### src/rtl/keypad_scanner_fifo.sv
// keypad_scanner_fifo: matrix keypad scanner with frame debounce, ghost rejection and a key-event FIFO.
// Events are {release, code}; rd_data shows the head word whenever the FIFO is non-empty.
module keypad_scanner_fifo #(
    parameter int NROWS      = 4,
    parameter int NCOLS      = 4,
    parameter int SCAN_DIV   = 16,
    parameter int DEBOUNCE   = 4,
    parameter int FIFO_DEPTH = 8,
    parameter int REPORT_REL = 1
) (
    input  logic                              clk,
    input  logic                              rst_n,
    output logic [NCOLS-1:0]                  cols,
    input  logic [NROWS-1:0]                  rows,
    input  logic                              rd_en,
    output logic [31:0]                       rd_data,
    output logic                              empty,
    output logic [$clog2(FIFO_DEPTH+1)-1:0]   count,
    output logic                              overflow,
    input  logic                              ovf_clr,
    output logic                              key_held,
    output logic [7:0]                        held_code
);
    localparam int CW   = NCOLS > 1 ? $clog2(NCOLS) : 1;
    localparam int DW   = $clog2(SCAN_DIV);
    localparam int SW   = $clog2(DEBOUNCE + 1);
    localparam int PW   = $clog2(FIFO_DEPTH);
    localparam int CNTW = $clog2(FIFO_DEPTH + 1);
    localparam int RC   = $clog2(NROWS + 1);

    logic [NROWS-1:0] rows_s1_q, rows_s2_q;
    logic [DW-1:0]    div_q;
    logic [CW-1:0]    col_q;
    logic [1:0]       acc_n_q, prev_n_q, res_n;
    logic [7:0]       acc_code_q, prev_code_q, res_code, s_code;
    logic [SW-1:0]    stable_q, stable_d;
    logic             held_q;
    logic [7:0]       held_code_q;
    logic [8:0]       mem_q [FIFO_DEPTH];
    logic [PW-1:0]    wr_ptr_q, rd_ptr_q;
    logic [CNTW-1:0]  count_q;
    logic             ovf_q;
    logic [RC-1:0]    s_cnt;
    logic             sample, frame_end, multi, same, commit, rel, prs, push, pop, wr_ok;
    logic [8:0]       ev;

    // Frame result: 0 = none, 1 = single key, 2 = multiple keys (ghost-prone, never committed)
    always_comb begin
        s_cnt  = '0;
        s_code = '0;
        for (int r = 0; r < NROWS; r++)
            if (rows_s2_q[r]) begin
                s_cnt  = s_cnt + 1'b1;
                s_code = 8'(r * NCOLS) + 8'(col_q);
            end
        sample    = div_q == DW'(SCAN_DIV - 1);
        frame_end = sample && col_q == CW'(NCOLS - 1);
        multi     = acc_n_q == 2'd2 || s_cnt > RC'(1) || (acc_n_q == 2'd1 && s_cnt == RC'(1));
        res_n     = multi ? 2'd2 : (acc_n_q == 2'd1 || s_cnt == RC'(1)) ? 2'd1 : 2'd0;
        res_code  = res_n != 2'd1 ? 8'd0 : acc_n_q == 2'd1 ? acc_code_q : s_code;
        same      = res_n == prev_n_q && res_code == prev_code_q;
        stable_d  = !same ? SW'(1) : stable_q == SW'(DEBOUNCE) ? stable_q : stable_q + 1'b1;
        commit    = frame_end && stable_d == SW'(DEBOUNCE);
        rel       = commit && res_n == 2'd0 && held_q;
        prs       = commit && res_n == 2'd1 && (!held_q || held_code_q != res_code);
        push      = prs || (rel && REPORT_REL != 0);
        ev        = {rel, rel ? held_code_q : res_code};
        pop       = rd_en && !empty;
        wr_ok     = push && (count_q != CNTW'(FIFO_DEPTH) || pop);
    end

    always_ff @(posedge clk or negedge rst_n) begin
        if (!rst_n) begin
            rows_s1_q   <= '0;
            rows_s2_q   <= '0;
            div_q       <= '0;
            col_q       <= '0;
            acc_n_q     <= '0;
            acc_code_q  <= '0;
            prev_n_q    <= '0;
            prev_code_q <= '0;
            stable_q    <= '0;
            held_q      <= 1'b0;
            held_code_q <= '0;
            wr_ptr_q    <= '0;
            rd_ptr_q    <= '0;
            count_q     <= '0;
            ovf_q       <= 1'b0;
        end else begin
            rows_s1_q <= rows;
            rows_s2_q <= rows_s1_q;
            div_q     <= sample ? '0 : div_q + 1'b1;
            if (sample) begin
                col_q      <= frame_end ? '0 : col_q + 1'b1;
                acc_n_q    <= frame_end ? 2'd0 : res_n;
                acc_code_q <= frame_end ? 8'd0 : res_code;
            end
            if (frame_end) begin
                prev_n_q    <= res_n;
                prev_code_q <= res_code;
                stable_q    <= stable_d;
            end
            if (prs || rel) begin
                held_q      <= prs;
                held_code_q <= prs ? res_code : 8'd0;
            end
            if (wr_ok) wr_ptr_q <= wr_ptr_q + 1'b1;
            if (pop) rd_ptr_q <= rd_ptr_q + 1'b1;
            count_q <= count_q + CNTW'(wr_ok) - CNTW'(pop);
            ovf_q   <= (push && !wr_ok) ? 1'b1 : ovf_clr ? 1'b0 : ovf_q;
        end
    end

    always_ff @(posedge clk)
        if (wr_ok) mem_q[wr_ptr_q] <= ev;

    assign cols      = NCOLS'(1) << col_q;
    assign empty     = count_q == '0;
    assign count     = count_q;
    assign rd_data   = empty ? 32'd0 : {23'd0, mem_q[rd_ptr_q]};
    assign overflow  = ovf_q;
    assign key_held  = held_q;
    assign held_code = held_code_q;
endmodule
### config.mk
export PLATFORM = sky130hd
export DESIGN_NAME = keypad_scanner_fifo
export DESIGN_NICKNAME = d
export VERILOG_FILES = /design/src/rtl/keypad_scanner_fifo.sv
export SDC_FILE = /design/constraint.sdc
export NUM_CORES = 1
export LEC_CHECK = 0
export CORE_ASPECT_RATIO = 0.5
export CORE_MARGIN = 2
export CORE_UTILIZATION = 45
export DETAILED_ROUTE_END_ITERATION = 12
export PLACE_DENSITY = 0.65
export SLEW_MARGIN = 20
export SYNTH_ARGS = -nofsm -noshare
export SYNTH_HDL_FRONTEND = slang
export SYNTH_SLANG_ARGS = --single-unit
### constraint.sdc
create_clock -name clk -period 4.6 [get_ports clk]
set_input_delay 1.38 -clock clk [delete_from_list [all_inputs] [get_ports clk]]
set_output_delay 1.38 -clock clk [all_outputs]
set_load 0.05 [all_outputs]
Word-level counts from Yosys, hierarchy flattened
Memories as Yosys holds them, arrays and structs flattened.
Index checks and enable logic that the tools add are counted.
{ "totals": {"reg_bits": 57, "ram_bits": 72, "in_bits": 8, "n_memories": 1, "word_cells": 92} }
{ "op_classes": {"addsub": 13, "n_eq_ne": 13, "muxes": 25, "n_lt_le_gt_ge": 1, "n_reduce_logical": 23, "n_shift": 1} }
{ "mem_list": {"columns": ["memory", "depth", "word_bits", "rd", "rd_ports_with_merged_regs", "wr", "line", "text"], "rows": [
  ["mem_q", 8, 9, 1, 0, 1, "39", "logic [8:0] mem_q [FIFO_DEPTH];"]
]} }
{ "op_table": {"columns": ["cell", "n"], "rows": [
  ["two-way mux 8 bit", 7],
  ["adder 3 x 1 -> 3 bit, second input constant", 6],
  ["two-way mux 3 bit", 5],
  ["logical AND 1 bit", 11],
  ["adder 4 x 2 -> 5 bit, first input constant", 2],
  ["two-way mux 9 bit", 1],
  ["== test 8 bit", 1],
  ["two-way mux 2 bit", 4],
  ["two-way mux 4 bit", 2],
  ["inequality test 8 bit", 1],
  ["== test 3 bit, second input constant", 2],
  ["logical OR 1 bit", 6],
  ["two-way mux 1 bit", 6],
  ["adder 3 x 2 -> 4 bit, first input constant", 1],
  ["adder 4 x 1 -> 4 bit", 1],
  ["adder 4 x 1 -> 4 bit, second input constant", 1],
  ["== test 2 x 1 -> 1 bit, second input constant", 2],
  ["== test 2 bit, second input constant", 2],
  ["== test 4 bit, second input constant", 1],
  ["logical NOT 4 bit", 1],
  ["inequality test 4 bit, second input constant", 1],
  ["left shift 1 x 2 -> 4 bit, first input constant", 1],
  ["subtractor 4 x 1 -> 4 bit", 1],
  ["== test 3 x 1 -> 1 bit, second input constant", 1],
  ["7 further kinds", 9]
]} }

Logic depth before layout (Yosys ltp)
Gate-level depths: netlist (run 1).
{ "logic_depth": {"ltp_word": 25, "mapped_depth": 19, "ltp_nobuf": 16} }

Least setup slack after synthesis (run 1)
No wires, ideal clock.
{ "synth_timing": {"path_kind": "reg-to-reg", "startpoint": "register rows_s2_q[1]", "endpoint": "register count_q[2] (netlist: count[2])", "period_less_slack_ns": 3.985, "setup_slack_ns": 0.615, "t_arrival_ns": 3.862, "setup_time_ns": 0.123, "path_stages_with_launch": 18, "cell_sequence": "dfrtp_1 > inv_1 > ha_1 > xor2_1 > ha_1 > and2_1 > a2111oi_4 > and2_1 > buf_4 > nand2_1 > a211o_1 > a211oi_2 > buf_4 > o211ai_1 > mux2_2 > ha_1 > fa_1 > xor2_1"} }
{ "synth_via": {"elab_chain_len": 22} }
{ "synth_rtl": {"columns": ["element", "line", "text"], "rows": [
  ["start: declaration", "31", "logic [NROWS-1:0] rows_s1_q, rows_s2_q;"],
  ["start signal: assignment", "91", "rows_s2_q <= rows_s1_q;"],
  ["two-way mux 3 bit", "52", "if (rows_s2_q[r]) begin"],
  ["adder 3 x 1 -> 3 bit", "53", "s_cnt = s_cnt + 1'b1;"],
  ["two-way mux 3 bit", "52", null],
  ["adder 3 x 1 -> 3 bit", "53", null],
  ["two-way mux 3 bit", "52", null],
  ["greater-than comparator 3 x 1 -> 1 bit or == test 3 x 1 -> 1 bit (tied branches)", "58, 59", null],
  ["logical OR 1 bit, or another cell as far along", "58", "multi = acc_n_q == 2'd2 || s_cnt > RC'(1) || (acc_n_q == 2'd1 && s_cnt == RC'(1));"],
  ["logical OR 1 bit or two-way mux 1 bit (tied branches)", "58, 59", null],
  ["[... 5 more ...]", null, null],
  ["two-way mux 3 bit", "62", "stable_d = !same ? SW'(1) : stable_q == SW'(DEBOUNCE) ? stable_q : stable_q + 1'b1;"],
  ["== test 3 bit", "63", "commit = frame_end && stable_d == SW'(DEBOUNCE);"],
  ["logical AND 1 bit", "63", null],
  ["logical AND 1 bit, on equally long branches (2 in series)", "65, 64", null],
  ["logical OR 1 bit (*)", "66", "push = prs || (rel && REPORT_REL != 0);"],
  ["logical AND 1 bit (*)", "69", "wr_ok = push && (count_q != CNTW'(FIFO_DEPTH) || pop);"],
  ["adder 4 x 1 -> 4 bit (*)", "109", "count_q <= count_q + CNTW'(wr_ok) - CNTW'(pop);"],
  ["subtractor 4 x 1 -> 4 bit (*)", "109", null],
  ["end signal: assignment", "109", null],
  ["end: declaration", "41", "logic [CNTW-1:0] count_q;"]
]} }
Every way passes the cells marked *; elsewhere a longest branch is shown, timed or not.
A chain may end at the register's enable or synchronous reset.

Worst setup path after layout (run 1)
Ends and elaborated chain as after synthesis.

==> results of run 1 <==
==> path summary, 6_finish.rpt <==
check	slack, ps	end	depth (start not counted)	from
min	350	rows_s2_q[3]$_DFF_PN0_	0	rows_s1_q[3]$_DFF_PN0_
min in group asynchronous	990	rows_s1_q[2]$_DFF_PN0_	1	rst_n
min reg2reg	350	rows_s2_q[3]$_DFF_PN0_	0	rows_s1_q[3]$_DFF_PN0_
max in group asynchronous	2770	key_held$_DFFE_PN0P_	2	rst_n
max	270	count[2]$_DFF_PN0_	15	rows_s2_q[1]$_DFF_PN0_
max reg2reg	270	count[2]$_DFF_PN0_	15	rows_s2_q[1]$_DFF_PN0_
==> cell families after synthesis <==
kind of cell,after synthesis,share of synthesized area
simple gates,115,0.103
mux,35,0.0943
xor+xnor,20,0.0309
buf+inv,59,0.0539
fa+ha+maj,18,0.0376
flops,129,0.579
other cells,1,0.000605
compound gates,78,0.101
==> power by group <==
part | internal (mW) | switching (mW)
combinational | 0.264 | 0.398
sequential | 1.26 | 0.0743
clock | 0.872 | 0.546
total | 2.40 | 1.02
==> layout make-up <==
type	instances	area [um^2]
tap	176	220
inverter	15	56.3
clock buffer	17	425
timing repair buffer	46	428
sequential	129	3590
clock inverter	15	198
multi-input combinational	289	2360
fill	1122	6240
==> worst max-delay path, cell delays in order, from the launching register on <==
cell and delay, ps:
dfrtp_1 420, inv_1 70, ha_1 320, xor2_1 180, ha_1 300, and2_1 190, a2111oi_4 450, nand2_1 140
nor4_1 340, o211a_1 240, a31oi_4 120, o211a_1 370, mux2_2 320, ha_1 210, fa_1 390, xor2_1 170
==> registers in the layout, indices dropped and copies added (netlist names), 3 cells and up <==
| signal | flops |
|---|---|
| count | 4 |
| rows_s1_q | 4 |
| rows_s2_q | 4 |
| rd_ptr_q | 3 |
| held_code | 8 |
| prev_code_q | 8 |
| acc_code_q | 8 |
| wr_ptr_q | 3 |
| div_q | 4 |
| mem_q | 72 |
| stable_q | 3 |
==> per-stage QoR <==
stage / utilization / std cells / hold WS [ps] / worst slack, ps
floorplan: - / 477 / 331 / 615
global placement: 0.492 / 655 / 334 / 431
detailed placement: 0.492 / 655 / 338 / 335
CTS: 0.538 / 687 / 352 / 298
global route: 0.538 / 687 / 354 / 62.6
finish: 0.538 / 687 / 351 / 272
==> repair_timing <==
item | 4_1_cts | 5_1_grt
hold endpoints to repair | 0 | 0
endpoints found under the setup margin | 0 | 1
resized for setup | 0 | 1
==> cells in the final DEF, fill, tap and decap left out, types with 8 or more instances in the layout <==
master	synthesis	routed
dfrtp_1	57	57
nand2_1	32	32
nor2b_1	8	8
o21ai_0	13	13
ha_1	17	17
mux4_2	18	18
o31ai_1	10	10
nor2_1	20	20
xnor2_1	8	8
o2bb2ai_1	10	10
mux2i_1	12	12
clkdlybuf4s50_1	0	34
clkbuf_16	0	17
xor2_1	11	11
conb_1	1	23
edfxtp_1	72	72
inv_1	15	15
buf_4	27	11
==> routing by layer <==
metal,share of wire,vias to the layer above,GRT usage
met1,0.48,1870,0.241
met2,0.47,100,0.283
met5,0,-,0
met4,0.0067,0,0.0521
li1,-,1759,-
met3,0.046,7,0.0463
==> flow_summary_export.csv, run 1 <==
group,metric,value,unit
synthesis,synth_seq_area_share,0.579,
timing,period_minus_slack,4330,ps
cts,cts_buffers,17,
placement,postPlaceCellArea,6650,um^2
power_and_ir_drop,cellPowerDensity,470,nW/um^2
floorplan,die_area,14800,um^2
grt,grt_pass1_vias,3628,
timing,rsz0062_at_grt,"false",
route,drcViolationCount,0,
cts,numClockSinks,129,
critical_path,start_kind,"register",
power_and_ir_drop,leakage,3.04,nW
cts,clock_latency,420,ps
timing,hold_viol_final,0,
timing,finalMaxSlewViolations,0,
route,routedWlPerCell,17.6,um
worst_hold_path,hp-class,"register to register",
synthesis,synth.top_cells.by_count,"72 x edfxtp_1, 57 x dfrtp_1, 32 x nand2_1",
grt,grt_pass1_wl,19600,um
route,viasPerCell,5.44,
cts,cts_tree,"built",
critical_path,crit_type,"register to register",
cts,cts_setup_buffers,0,
critical_path,crit_path_end_kind,"register",
cts,cts.hold.buffers_added,0,
synthesis,synth_edf_count,72,
power_and_ir_drop,p_total,3.42,mW
route,drtPass1Iterations,4,
synthesis,synth_area,6200,um^2
final_layout,antenna_cells,0,
cts,htree_levels,4,
grt,grt_usage,0.177,
power_and_ir_drop,ir_worst_vdd,0.000239,V
cts,clock-root-buffer,"clkbuf_16",
floorplan,die_x,170,um
critical_path,crit_arrival,4630,ps
floorplan,core,13500,um^2
final_layout,fin_area,7270,um^2
grt,grt_max_degree,31,
timing,fin_setup_tns,0,ps
route,postRouteAntennaNets,0,
synthesis,synth_most_common_cell,"edfxtp_1",
job,maxCapViolations,0,
synthesis,yosysUniqueCellTypes,66,
synthesis,yosysTopAreaCell,"edfxtp_1",
synthesis,ys.warnings.count,0,
final_layout,final_nets,524,
critical_path,crit_fanout,11,
floorplan,ios,59,
synthesis,synth_top_flop_cell,"edfxtp_1",
route,drt_iter0_markers,214,
placement,dpl.hpwl,8310,um
final_layout,syn2layout_area_growth,17.4,%
synthesis,synth_top_area_frac,0.349,
synthesis,postSynthCellCount,455,
grt,grt_overflow_total,0,
critical_path,cp.required,4900,ps
floorplan,rows,30,
final_layout,drive_gt1_frac,0.157,
grt,antenna_found_initial,0,
placement,place_congestion,0.820,
timing,relSlewSlack,0.401,
timing,finalClockSkew,12.2,ps
timing,worst_pin_slew,891,ps
timing,max_freq,0.231,GHz
timing,report.final.setup_viol,0,
floorplan,start_util,0.459,
synthesis,synth-async-reset-ratio,0.442,
timing,min_period_over_period,0.941,
placement,portBuffers,35,
synthesis,ys_seq_elements,129,
cts,cts_buffer_depth,2,
floorplan,die_y,87.0,um
route,drt-total-wl,12100,um
outcome,status,"finished clean",
synthesis,synthTopCellsByArea,"edfxtp_1 35%, dfrtp_1 23%, mux4_2 6.5%",
synthesis,postSynthAreaPerCell,13.6,um^2
route,vias,3736,
cts,path_clk_slew,60,ps
(Power assumes the default switching activity.)
==> run 2: changes to the inputs <==
--- a/config.mk
+++ b/config.mk
@@ -5,11 +5,13 @@
 export SDC_FILE = /design/constraint.sdc
 export NUM_CORES = 1
 export LEC_CHECK = 0
+export CELL_PAD_IN_SITES_DETAIL_PLACEMENT = 1
+export CELL_PAD_IN_SITES_GLOBAL_PLACEMENT = 2
 export CORE_ASPECT_RATIO = 0.5
 export CORE_MARGIN = 2
-export CORE_UTILIZATION = 45
+export CORE_UTILIZATION = 40
 export DETAILED_ROUTE_END_ITERATION = 12
-export PLACE_DENSITY = 0.65
+export PLACE_DENSITY_LB_ADDON = 0.1
 export SLEW_MARGIN = 20
 export SYNTH_ARGS = -nofsm -noshare
 export SYNTH_HDL_FRONTEND = slang
==> run 2 against run 1 <==
Against the previous run: clock power down 8%; core utilization decreased by 6.1 points; combinational power increased by 0.8%; count of clock-buffer cells in the layout unchanged; global-route usage down 0.21 points; highest routed layer unchanged; first-iteration DRC count decreased by 48%; wire length increased by 12%; power down 3.0%; maximum frequency shrank 0.24%; via count is 1.4% lower; sequential cell count stayed put.
==> flow_summary_export.csv, run 2 (synthesized netlist as in run 1, its figures left out) <==
group,metric,value,unit
outcome,status,"finished clean",
floorplan,rows,32,
cts,numClockSinks,129,
critical_path,critPathSlowestCell,"a2111oi_1",
grt,use_met3,0.0385,
critical_path,critPathTopFamily,"compound AO/OA/AOI/OAI gates",
power_and_ir_drop,ir_worst_vdd,0.000158,V
floorplan,die_y,92.0,um
final_layout,antenna_cells,0,
timing,period_minus_slack,4340,ps
cts,cts_buffer_depth,2,
cts,cts_tree,"built",
critical_path,reg2regPathDepth,16,
placement,place_congestion,0.755,
critical_path,crit_arrival,4640,ps
critical_path,crit_chain,"inv_1, ha_1, xor2_1, ha_1, and2_1, a2111oi_4, and2_1, buf_4, a2111oi_1, o211a_1, a31oi_4, o211a_1, mux2_2, ha_1, fa_1, xor2_1",
grt,grt.met2_usage,0.283,
grt,grt_pass1_wl,21800,um
timing,finalMaxSlewViolations,0,
timing,hold_viol_final,0,
critical_path,cp.required,4900,ps
route,drt-total-wl,13500,um
critical_path,crit_top_cell,"ha_1",
timing,layout_setup_ws,262,ps
route,drtPass1Iterations,4,
timing,report.final.setup_viol,0,
grt,busiest_layer,"met2",
grt,globalRouteMet1Util,0.242,
cts,cts_buffers,17,
grt,grt_pass1_vias,3752,
final_layout,final_common_cell,"edfxtp_1",
route,drcViolationCount,0,
critical_path,slowest_delay,480,ps
route,routedWlPerCell,18.9,um
critical_path,rrSetupSlack,260,ps
final_layout,layout_common_cells,"72 x edfxtp_1, 57 x dfrtp_1, 34 x clkdlybuf4s50_1",
final_layout,fin_area,7280,um^2
critical_path,r2r_start,"rows_s2_q[1]$_DFF_PN0_",
critical_path,crit_type,"register to register",
final_layout,fin_cells,716,
route,viasPerCell,5.15,
timing,min_period_over_period,0.943,
critical_path,r2r_end,"count[2]$_DFF_PN0_",
power_and_ir_drop,cellPowerDensity,455,nW/um^2
worst_hold_path,min_from,"rows_s1_q[3]$_DFF_PN0_",
timing,hold_slack,348,ps
route,postRouteAntennaNets,0,
placement,portBuffers,35,
final_layout,drive_gt1_frac,0.158,
placement,dp_cells,683,
floorplan,start_util,0.406,
timing,worst_pin_slew,803,ps
power_and_ir_drop,p_total,3.31,mW
worst_hold_path,holdPathStages,0,
grt,antenna_found_initial,0,
power_and_ir_drop,leakage,3.02,nW
floorplan,die_x,180,um
critical_path,crit_path_end_kind,"register",
placement,postPlaceCellArea,6680,um^2
grt,grt_max_degree,36,
timing,rsz0062_at_grt,"false",
grt,grt_usage,0.175,
floorplan,die_area,16600,um^2
cts,htree_levels,4,
route,drt_iter0_markers,112,
floorplan,core,15300,um^2
cts,clock_latency,410,ps
final_layout,top_register,"mem_q",
job,maxCapViolations,0,
worst_hold_path,min_to,"rows_s2_q[3]$_DFF_PN0_",
final_layout,final_nets,525,
timing,max_freq,0.230,GHz
critical_path,start_kind,"register",
critical_path,crit_buf_inv,2,
final_layout,fill_cells,1519,
timing,fin_setup_tns,0,ps
final_layout,largest_register_ffs,72,
timing,finalClockSkew,10.6,ps
placement,dpl_worst_slack,117,ps
timing,relSlewSlack,0.460,
floorplan,ios,59,
cts,clock-root-buffer,"clkbuf_16",
critical_path,crit_fanout,11,
final_layout,final_core_util,0.477,
route,vias,3685,
worst_hold_path,hp-class,"register to register",
cts,path_clk_slew,60,ps
final_layout,syn2layout_area_growth,17.4,%
placement,dpl.hpwl,9510,um
grt,grt_overflow_total,0,
## run 2: cell types whose count changed in the layout (fill, tap and decap cells not counted), sizes merged
cell / change
buf: +1
bufinv: -2
clkinvlp: +2
## run 2: worst max-delay path by stage
stage	startpoint	endpoint	slack [ps]	depth (start not counted)
2_1_floorplan	rows_s2_q[1]$_DFF_PN0_	count[2]$_DFF_PN0_	610	17
3_5_place_dp	rows_s2_q[1]$_DFF_PN0_	count[2]$_DFF_PN0_	120	16
3_3_place_gp	rows_s2_q[1]$_DFF_PN0_	count[2]$_DFF_PN0_	190	16
6_report	rows_s2_q[1]$_DFF_PN0_	count[2]$_DFF_PN0_	260	16
4_1_cts	rows_s2_q[1]$_DFF_PN0_	count[2]$_DFF_PN0_	110	16
5_1_grt	rows_s2_q[1]$_DFF_PN0_	count[2]$_DFF_PN0_	40	16
## run 2: metal layers
| layer | share of wire | vias to the layer above |
|---|---|---|
| met1 | 0.50 | 1829 |
| li1 | - | 1768 |
| met3 | 0.031 | 9 |
| met5 | 0 | - |
| met4 | 0.0072 | 0 |
| met2 | 0.47 | 79 |
## run 2: cell type report
type / instances / area, um^2 / share of cell area
sequential: 129 / 3590 / 0.493
multi-input combinational: 289 / 2370 / 0.326
timing repair buffer: 47 / 435 / 0.0598
clock buffer: 17 / 425 / 0.0585
tap: 204 / 255 / 0.0351
clock inverter: 15 / 144 / 0.0198
inverter: 15 / 56.3 / 0.00774
## run 2: what timing repair did
item | in CTS | in global routing
setup endpoints to repair | 0 | 75
buffers inserted | 0 | 1
gates resized for setup | 0 | 3
hold buffers | 0 | 0
## run 2: power breakdown
group	switching [mW]	leakage, nW	internal, mW
clock network	0.549	0.274	0.757
logic	0.403	1.22	0.264
registers	0.0780	1.53	1.26
total	1.03	3.02	2.28
==> run 3: changes to the inputs <==
==> config.mk (replaced) <==
export PLATFORM = sky130hd
export DESIGN_NAME = keypad_scanner_fifo
export DESIGN_NICKNAME = d
export VERILOG_FILES = /design/src/rtl/keypad_scanner_fifo.sv
export SDC_FILE = /design/constraint.sdc
export NUM_CORES = 1
export LEC_CHECK = 0
export CORE_ASPECT_RATIO = 0.5
export CORE_MARGIN = 2
export CORE_UTILIZATION = 45
export DETAILED_ROUTE_END_ITERATION = 12
export PLACE_DENSITY = 0.65
export SETUP_SLACK_MARGIN = 0.4
export SLEW_MARGIN = 20
export SYNTH_ARGS = -nofsm -noshare
export SYNTH_HDL_FRONTEND = slang
export SYNTH_SLANG_ARGS = --single-unit
==> run 3 against run 2 <==
Against the previous run: cell count fell by 2.8%; first-iteration DRC count up 61%; clock power is 8% higher; via count rose by 3.3%; highest routed layer unchanged.
==> flow_summary_export.csv, run 3 (synthesized netlist as in run 1, its figures left out) <==
group,metric,value,unit
cts,path_clk_slew,60,ps
outcome,status,"finished clean",
job,maxCapViolations,0,
route,vias,3805,
route,viasPerCell,5.47,
timing,finalClockSkew,8.78,ps
route,drtPass1Iterations,5,
placement,dp_cells,655,
final_layout,top_register,"mem_q",
floorplan,ios,59,
timing,hold_slack,350,ps
grt,grt_max_degree,31,
floorplan,die_y,87.0,um
route,routedWlPerCell,17.6,um
cts,htree_levels,4,
final_layout,final_core_util,0.550,
grt,grt_pass1_vias,3637,
grt,grt_overflow_total,0,
route,drt_iter0_markers,180,
timing,worst_pin_slew,885,ps
floorplan,start_util,0.459,
placement,portBuffers,35,
cts,cts_tree,"built",
timing,max_freq,0.245,GHz
timing,fin_setup_tns,0,ps
final_layout,fin_cells,696,
power_and_ir_drop,leakage,3.10,nW
cts,numClockSinks,129,
cts,clock_latency,420,ps
critical_path,cp.required,4900,ps
timing,min_period_over_period,0.886,
placement,place_congestion,0.820,
floorplan,core,13500,um^2
final_layout,syn2layout_area_growth,20.0,%
critical_path,crit_fanout,7,
power_and_ir_drop,cellPowerDensity,461,nW/um^2
grt,grt_usage,0.177,
cts,clock-root-buffer,"clkbuf_16",
timing,finalMaxSlewViolations,0,
floorplan,die_x,170,um
critical_path,start_kind,"register",
timing,period_minus_slack,4070,ps
placement,dpl.hpwl,8310,um
grt,antenna_found_initial,0,
final_layout,layout_common_cells,"72 x edfxtp_1, 56 x dfrtp_1, 34 x clkdlybuf4s50_1",
timing,rsz0062_at_grt,"false",
floorplan,rows,30,
route,drt-total-wl,12300,um
grt,grt_pass1_wl,19700,um
route,drcViolationCount,0,
final_layout,fin_area,7430,um^2
final_layout,final_common_cell,"edfxtp_1",
timing,relSlewSlack,0.405,
final_layout,antenna_cells,0,
critical_path,crit_type,"register to register",
worst_hold_path,hp-class,"register to register",
critical_path,crit_arrival,4370,ps
final_layout,drive_gt1_frac,0.192,
cts,cts_buffers,17,
placement,postPlaceCellArea,6650,um^2
cts,cts_buffer_depth,2,
critical_path,crit_path_end_kind,"register",
route,postRouteAntennaNets,0,
power_and_ir_drop,ir_worst_vdd,0.000239,V
floorplan,die_area,14800,um^2
final_layout,largest_register_ffs,72,
timing,report.final.setup_viol,0,
final_layout,final_nets,533,
timing,hold_viol_final,0,
-- run 3: worst max-delay path: stages, from the launching register on --
cell       delay (ps)
dfrtp_1           410
inv_2              70
ha_4              250
xor2_1            160
ha_1              300
and2_1            190
a2111oi_4         310
buf_4             200
and2_4            190
nand2_1            90
a211o_1           320
a211oi_4          270
o211ai_1          150
mux2_4            290
ha_1              210
fa_1              390
xor2_1            170
-- run 3: cell type report --
| cell class | count | area, um^2 |
|---|---|---|
| well taps | 176 | 220 |
| clock inverters | 15 | 198 |
| multi-input cells | 289 | 2450 |
| repair buffers | 55 | 495 |
| clock buffers | 17 | 425 |
| fillers | 1113 | 6080 |
| inverters | 15 | 56.3 |
| flip-flops and latches | 129 | 3590 |
-- run 3: where the power goes --
part           switching, mW  internal (mW)  total [mW]
combinational          0.408          0.271       0.678
sequential            0.0741           1.26        1.34
clock                  0.543          0.872        1.41
-- run 3: stage by stage --
stage / total power, mW / setup slack [ps]
2_1_floorplan: 1.86 / 615
3_3_place_gp: 2.02 / 431
3_5_place_dp: 2.03 / 335
4_1_cts: 3.45 / 408
5_1_grt: 3.57 / 389
6_report: 3.43 / 525
-- run 3: timing repair --
item | in CTS | in global routing
hold endpoints to repair | 0 | 0
resized for setup | 4 | 16
hold buffers | 0 | 0
endpoints found under the setup margin | 74 | 130
setup buffers | 0 | 9
gates cloned | 0 | 0
pin swaps | 1 | 4
-- run 3: final timing paths --
kind | from | to | slack [ps] | depth (start not counted)
worst max-delay path | rows_s2_q[0]$_DFF_PN0_ | count[2]$_DFF_PN0_ | 530 | 16
worst min-delay path | rows_s1_q[3]$_DFF_PN0_ | rows_s2_q[3]$_DFF_PN0_ | 350 | 0
worst max register to register | rows_s2_q[0]$_DFF_PN0_ | count[2]$_DFF_PN0_ | 530 | 16
worst min register to register | rows_s1_q[3]$_DFF_PN0_ | rows_s2_q[3]$_DFF_PN0_ | 350 | 0
max in group asynchronous | rst_n | key_held$_DFFE_PN0P_ | 2780 | 2
min in group asynchronous | rst_n | rows_s1_q[2]$_DFF_PN0_ | 990 | 1
-- run 3: layer usage --
layer / part of all wire / vias up / global-route usage
li1: - / 1777 / -
met2: 0.46 / 112 / 0.283
met1: 0.48 / 1907 / 0.242
met5: 0 / - / 0
met4: 0.0069 / 0 / 0.0536
met3: 0.051 / 9 / 0.0463
